## config.mk

```make
export PLATFORM = sky130hd
export DESIGN_NAME = dti_decouple_flat
export DESIGN_NICKNAME = d
export VERILOG_FILES = /design/src/rtl/dti_decouple_pkg.sv /design/src/rtl/dti_decouple_if.sv /design/src/rtl/dti_decouple_ptr.sv /design/src/rtl/dti_decouple.sv /design/src/flat_wrapper.sv
export SDC_FILE = /design/constraint.sdc
export NUM_CORES = 1
export LEC_CHECK = 0
export CORE_ASPECT_RATIO = 0.9
export CORE_UTILIZATION = 40
export CTS_CLUSTER_DIAMETER = 120
export CTS_CLUSTER_SIZE = 8
export DETAILED_ROUTE_END_ITERATION = 8
export GPL_TIMING_DRIVEN = 0
export PLACE_DENSITY_LB_ADDON = 0.12
export SLEW_MARGIN = 20
export SYNTH_ARGS = -nofsm -noshare
export SYNTH_HDL_FRONTEND = slang
export SYNTH_SLANG_ARGS = --single-unit
```

## constraint.sdc

```tcl
create_clock -name clk -period 8.2 [get_ports clk]
set_input_delay 2.05 -clock clk [delete_from_list [all_inputs] [get_ports clk]]
set_output_delay 2.05 -clock clk [all_outputs]
set_load 0.005 [all_outputs]
```

## src/rtl/dti_decouple_pkg.sv

```systemverilog
// dti_pkg: shared types and elaboration helpers for the dti_decouple FIFO.
package dti_pkg;
  typedef enum logic {DTI_BP, DTI_DROP} dti_mode_e;
  localparam int SAT_W = 64;
  function automatic int clog2p1(input int depth);
    return $clog2(depth) + 1;
  endfunction
  function automatic dti_mode_e mode_of(input bit bp);
    return bp ? DTI_BP : DTI_DROP;
  endfunction
  function automatic logic [SAT_W-1:0] sat_max(input int w);
    return (SAT_W'(1) << w) - SAT_W'(1);
  endfunction
endpackage

```

## src/rtl/dti_decouple_if.sv

```systemverilog
// dti: valid/ready data channel with producer and consumer views.
interface dti #(parameter int W_DATA = 64);
  logic [W_DATA-1:0] data;
  logic              valid;
  logic              ready;
  modport producer (output data, valid, input ready);
  modport consumer (input data, valid, output ready);
endinterface

```

## src/rtl/dti_decouple_ptr.sv

```systemverilog
// dti_fifo_ptr: FIFO pointer with wrap bit, increment enable and async reset.
module dti_fifo_ptr #(
  parameter int PW = 3
) (
  input  logic          clk,
  input  logic          rst,
  input  logic          inc_i,
  output logic [PW-1:0] ptr_o
);
  logic [PW-1:0] ptr_q, ptr_d;
  always_comb ptr_d = inc_i ? ptr_q + PW'(1) : ptr_q;
  always_ff @(posedge clk or posedge rst) begin
    if (rst) ptr_q <= '0;
    else ptr_q <= ptr_d;
  end
  assign ptr_o = ptr_q;
endmodule

```

## src/rtl/dti_decouple.sv

```systemverilog
// dti_decouple: DEPTH-entry decoupling FIFO between a dti producer and consumer.
// Define DTI_DECOUPLE_LEVEL_EN to drive level with the current occupancy.
module dti_decouple
  import dti_pkg::*;
#(
  parameter int W_DATA           = 64,
  parameter int DEPTH            = 4,
  parameter int DIN_BACKPRESSURE = 1,
  parameter int W_DROP           = 16
) (
  input  logic                      clk,
  input  logic                      rst,
  dti.consumer                      din,
  dti.producer                      dout,
  output logic [W_DROP-1:0]         drop_cnt,
  output logic [clog2p1(DEPTH)-1:0] level
);
  localparam int PW = clog2p1(DEPTH);
  localparam int AW = PW - 1;
  localparam dti_mode_e MODE = mode_of(DIN_BACKPRESSURE != 0);
  localparam logic [W_DROP-1:0] DROP_MAX = W_DROP'(sat_max(W_DROP));
  typedef logic [PW-1:0] ptr_t;
  if (DEPTH < 2 || (DEPTH & (DEPTH - 1)) != 0) begin : g_depth_chk
    $error("dti_decouple: DEPTH must be a power of two >= 2");
  end
  ptr_t              wptr, rptr;
  logic [W_DATA-1:0] mem_q [DEPTH];
  logic              empty, full, push, pop, drop;
  logic [W_DROP-1:0] drop_q, drop_d;
  // Flags come only from registered pointers, so ready never passes through.
  always_comb begin
    empty      = wptr == rptr;
    full       = (wptr[AW-1:0] == rptr[AW-1:0]) && (wptr[AW] != rptr[AW]);
    din.ready  = !rst && (MODE == DTI_DROP || !full);
    dout.valid = !empty;
    dout.data  = empty ? '0 : mem_q[rptr[AW-1:0]];
    push       = din.valid && din.ready && !full;
    pop        = dout.valid && dout.ready;
    drop       = MODE == DTI_DROP && din.valid && din.ready && full;
    drop_d     = (drop && drop_q != DROP_MAX) ? drop_q + W_DROP'(1) : drop_q;
  end
  dti_fifo_ptr #(.PW(PW)) u_wptr (.clk(clk), .rst(rst), .inc_i(push), .ptr_o(wptr));
  dti_fifo_ptr #(.PW(PW)) u_rptr (.clk(clk), .rst(rst), .inc_i(pop), .ptr_o(rptr));
  always_ff @(posedge clk) begin
    if (push) mem_q[wptr[AW-1:0]] <= din.data;
  end
  always_ff @(posedge clk or posedge rst) begin
    if (rst) drop_q <= '0;
    else drop_q <= drop_d;
  end
  assign drop_cnt = drop_q;
`ifdef DTI_DECOUPLE_LEVEL_EN
  assign level = wptr - rptr;
`else
  assign level = '0;
`endif
  a_dout_stable: assert property (@(posedge clk) disable iff (rst)
    dout.valid && !dout.ready |=> dout.valid && $stable(dout.data));
endmodule

```

## src/flat_wrapper.sv

```systemverilog
// flat-port wrapper written by rule: the top's interface ports become plain ports
module dti_decouple_flat import dti_pkg::*;
#(
  parameter int W_DATA           = 64,
  parameter int DEPTH            = 4,
  parameter int DIN_BACKPRESSURE = 1,
  parameter int W_DROP           = 16
)
  (clk, rst, drop_cnt, level, din_data, din_valid, din_ready, dout_data, dout_valid, dout_ready);
  dti #(.W_DATA(W_DATA)) din_i ();
  dti #(.W_DATA(W_DATA)) dout_i ();
  input  logic clk;
  input  logic rst;
  output logic [W_DROP-1:0] drop_cnt;
  output logic [clog2p1(DEPTH)-1:0] level;
  input wire logic [$bits(din_i.data)-1:0] din_data;
  input wire logic [$bits(din_i.valid)-1:0] din_valid;
  output wire logic [$bits(din_i.ready)-1:0] din_ready;
  output wire logic [$bits(dout_i.data)-1:0] dout_data;
  output wire logic [$bits(dout_i.valid)-1:0] dout_valid;
  input wire logic [$bits(dout_i.ready)-1:0] dout_ready;
  assign din_i.data = din_data;
  assign din_i.valid = din_valid;
  assign din_ready = din_i.ready;
  assign dout_data = dout_i.data;
  assign dout_valid = dout_i.valid;
  assign dout_i.ready = dout_ready;
  dti_decouple #(.W_DATA(W_DATA), .DEPTH(DEPTH), .DIN_BACKPRESSURE(DIN_BACKPRESSURE), .W_DROP(W_DROP)) u_core (.clk(clk), .rst(rst), .din(din_i), .dout(dout_i), .drop_cnt(drop_cnt), .level(level));
endmodule
```

# Yosys cells after proc, flatten, opt, wreduce, memory -nomap -nowiden
# Memory sizes are Yosys's and may differ from the RTL's.
# Index checks and enable logic that the tools add are counted.
word_totals:
  ff_bits: 6
  ramBits: 256
  in_bits: 68
  elab_cells: 19
  n_memories: 1
memory_table:
  columns: ["memory", "depth", "word_bits", "read_ports", "rd_ports_with_merged_regs", "wr", "line", "text"]
  rows:
  - ["u_core.mem_q", 4, 64, 1, 0, 1, "dti_decouple.sv:27", "logic [W_DATA-1:0] mem_q [DEPTH];"]
classes:
  addsub: 2
  n_eq_ne: 3
  muxes: 3
  reduce_logical: 8
op_table:
  columns: ["cell", "count"]
  rows:
  - ["$mux 64", 1]
  - ["$add 3x1->3 const B", 2]
  - ["$logic_and 1x1->1", 5]
  - ["$eq 3x3->1", 1]
  - ["$logic_not 1->1", 3]
  - ["$eq 2x2->1", 1]
  - ["$mux 1", 2]
  - ["$ne 1x1->1", 1]

# Longest topological paths before layout
depth:
  depth_word: 8
  mapped_depth: 6
  depth_no_buf: 4

# By module
# A second synthesis with hierarchy kept.
hier_totals:
  cells_unflattened: 457
  hier_area_um2: 10328.7
modules_own_cells:
  columns: ["module", "instances", "cells_per_inst", "area_per_inst_um2", "seq_area_each_um2"]
  rows:
  - ["dti_decouple", 1, 439, 10073.4, 7687.4]
  - ["dti_fifo_ptr", 2, 9, 127.6, 75.1]

# Worst setup path after synthesis
# No wires, ideal clock.
synth_timing:
  kind: "input to register"
  from: "in rst"
  to: "mem u_core.mem_q[3][0], enable pin"
  setup_time_ns: 0.486
  t_arrival_ns: 4.943
  t_required_ns: 7.714
  setup_slack_ns: 2.770
  cell_stages: 2
  cell_sequence: "nand3b_1 > nor2_1"
synth_via:
  elab_chain_cells: 6
synth_lines:
  columns: ["element", "line", "text"]
  rows:
  - ["from (decl)", "flat_wrapper.sv:13", "input logic rst;"]
  - ["$logic_not 1->1", "dti_decouple.sv:34", "din.ready = !rst && (MODE == DTI_DROP || !full);"]
  - ["$logic_and 1x1->1", "dti_decouple.sv:34", null]
  - ["$logic_and 1x1->1 (2 in a row)", "dti_decouple.sv:37", "push = din.valid && din.ready && !full;"]
  - ["$mux 1", "dti_decouple.sv:45", "if (push) mem_q[wptr[AW-1:0]] <= din.data;"]
  - ["$mux 1 (not written as such)", "dti_decouple.sv:45", null]
  - ["to (decl)", "dti_decouple.sv:27", null]
# No other way between the ends.

# Worst setup path after layout
layout_timing:
  from: "in rst"
  to: "out din_ready"
layout_via:
  elab_chain_cells: 2
layout_lines:
  columns: ["element", "line", "text"]
  rows:
  - ["$logic_not 1->1", "dti_decouple.sv:34", null]
  - ["$logic_and 1x1->1", "dti_decouple.sv:34", null]
  - ["to (decl)", "flat_wrapper.sv:18", "output wire logic [$bits(din_i.ready)-1:0] din_ready;"]
# No other way between the ends.

==> out/qor_table.md <==
| Parameter | Value |
|:---|:---|
| Outcome | completed |
| Max Clock Freq | 189 MHz |
| Crit Path Category | in -> out |
| First-pass GRT wire length | 31.1 mm |
| Max-slew violation count | 0 |
| Pwr Density | 382 nW/um2 |
| IR Drop Worst-Case VDD | 0.189 mV |
| Pin count of the biggest net entering global routing | 38 |
| Most common library cell in the layout ignoring fill and taps | edfxtp_1 |
| Min Hold Slack | 0.572 ns |
| Number of gates resized after cts | 0 |
| Synth unique cells | 29 |
| Die ar. | 27400 um2 |
| Total wire length | 20.4 mm |
| Chain of cells forming the critical path | clkdlybuf4s50_1, nor2_1, clkdlybuf4s50_1 |
| Number of register bits inferred by synthesis | 262 |
| Most frequent cells in the layout | edfxtp_1, clkdlybuf4s50_1, mux4_2, nor2b_4, clkbuf_16 |
| Number of clock sinks seen by CTS | 262 |
| Share of final-layout standard cells stronger than drive strength 1 | 0.307 |
| Required time worst endpoint | 6.15 ns |
| Antenna violations before repair | 0 |
| Number of nets in the final layout | 736 |
| Buffering stage count on the worst path with inverters included | 2 |
| Highest fanout seen on the critical path | 4 |
| Clock root buffer master | clkbuf_16 |
| Post-layout min period | 5.29 ns |
| DRT Pass-1 Iters | 4 |
| Number of buffers added for setup after CTS | 0 |
| Number of buffer cells added on primary ports | 133 |
| Worst clock skew on the final layout | 0.0162 ns |
| Sequential element share of the synthesized area | 0.732 |
| Vias per std cell | 4.86 |
| Number of global-route vias before repair | 5488 |
| Yosys synthesis warning count | 0 |
| Transition time of the tightest slew-check pin | 0.790 ns |
| Worst endpoint data arrival time | 3.24 ns |
| RSZ-0062 raised after global routing | false |
| Hold buffer count at cts | 0 |
| Total power draw | 5260 uW |
| Final worst-path cycle share | 0.646 |
| Average wire length per cell after detail routing | 20.0 um |
| Count of boundary I/O pins | 153 |
| All-layer global routing usage | 0.153 |
| Worst hold-check path type | reg -> reg |
| Synthesized area per cell | 23.0 um2 |
| Slowest Stage Delay on Critical Path | 0.55 ns |
| Drc violations | 0 |
| Slowest CP cell | clkdlybuf4s50_1 |
| Standard-cell row count | 56 |
| Max-slew headroom | 0.472 |
| Placed wire-length estimate after detailed placement | 12.2 mm |
| Initial standard-cell utilization of the core | 0.409 |
| R2R setup slack | 5.82 ns |
| Placer's final routability congestion estimate | 0.705 |
| Maximum clock insertion buffer count | 3 |
| DRC violation total after the first TritonRoute iteration | 223 |
| Layout overhead on the synthesized area | 28.6% |
| Core footprint | 26200 um2 |
| Number of nets with antenna violations after routing | 0 |
| Setup violation total in the final timing report | 0 |
| CTS tree | done |
| Clock latency reported for the late side of the worst-skew pair | 0.51 ns |
| Vias after detailed routing | 4948 |
| Die X-Extent | 174 um |
| Cell count after synthesis | 466 |
| Antenna diode instance count | 0 |
| Startpoint Class | primary input |
| Overall die height | 157 um |
| MaxCap Viol Count | 0 |
| Sort of element at the end of the critical path | output port |
| Clk pin slew, worst setup/hold paths | 0.05 ns |
| Deepest level of the CTS H-tree | 2 |
| Worst path top cell family by delay | buffers and inverters |
| Total congestion overflow | 0 |
| Mapped cell area | 10700 um2 |
| Leak Pwr | 0.00477 uW |
| Number of buffers inserted during clock tree synthesis | 38 |
| Endpoints failing hold | 0 |
| Library cell appearing most often on the critical path | clkdlybuf4s50_1 |
-- where the power goes --
group	total, uW	internal, uW	leakage [uW]	switching, uW
registers	1700	1650	0.00239	48.7
logic	2170	1280	0.00186	888
clock network	1390	887	0.000520	502
total	5260	3820	0.00477	1440
-- metrics by stage --
step	area [um2]	util	std cells	setup WS (ns)	TNS, ns
2_1_floorplan	10800	-	484	2.77	0
3_3_place_gp	12500	0.479	965	-0.438	-27.57
3_5_place_dp	12700	0.485	971	2.93	0
4_1_cts	13800	0.525	1019	2.92	0
5_1_grt	13800	0.525	1019	2.88	0
6_report	13800	0.525	1019	2.91	0
-- logic make-up after synthesis --
kind of cell,count (synthesis),synth area share
DFF,262,0.732
adders and majority gates,5,0.00584
muxes,66,0.138
xor gates and xnor gates,8,0.00724
and+or+nand+nor,73,0.0777
AOI/OAI and AO/OA,5,0.00549
other,1,0.000350
buffers and inverters,46,0.0334
-- path summary, 6_finish.rpt --
kind / to / depth (start not counted) / from
min: u_core.u_rptr.ptr_o[2] / 1 / u_core.u_rptr.ptr_o[2]
max in group asynchronous: u_core.u_rptr.ptr_o[0] / 2 / rst
max reg2reg: u_core.mem_q[3][32] / 6 / u_core.u_rptr.ptr_o[0]
max: din_ready / 3 / rst
min in group asynchronous: u_core.u_rptr.ptr_o[1] / 2 / rst
min reg2reg: u_core.u_rptr.ptr_o[2] / 1 / u_core.u_rptr.ptr_o[2]
-- routing by layer --
metal | wire length, um | track usage
met2 | 10200 | 0.260
met5 | 0 | 0
met4 | 332 | 0.0455
met3 | 1230 | 0.0423
met1 | 8680 | 0.192
-- area by class of cell --
class	instances	area, um2
Tap cell	348	435
Fill cell	2102	12400
Clock buffer	48	1060
Multi-Input combinational cell	176	2600
Timing Repair Buffer	139	1480
Inverter	5	18.8
Sequential cell	262	7840
Buffer	41	339
-- synth_stat cells (all sizes together) --
library cell  number  area (um2)
and3               1        6.26
mux4              64        1460
a211oi             1        7.51
and2               3        18.8
clkbuf             2        7.51
dfrtp              6         150
o311ai             1        8.76
inv                5        18.8
nor2b             64         776
a311oi             1        26.3
xor2               3        33.8
a211o              1        8.76
nor3               1        10.0
nor4               1        6.26
xnor2              5        43.8
edfxtp           256        7690
nand3b             1        7.51
mux2               2        22.5
ha                 5        62.6
conb               1        3.75
buf               39         332
o31ai              1        7.51
nor2               2        7.51
-- state kept, by name (all words and copies together), names as in the netlist --
| signal | flops |
|---|---|
| u_core.mem_q | 256 |
| u_core.u_rptr.ptr_o | 3 |
| u_core.u_wptr.ptr_o | 3 |
No activity file was read; power rests on OpenSTA's default activity.
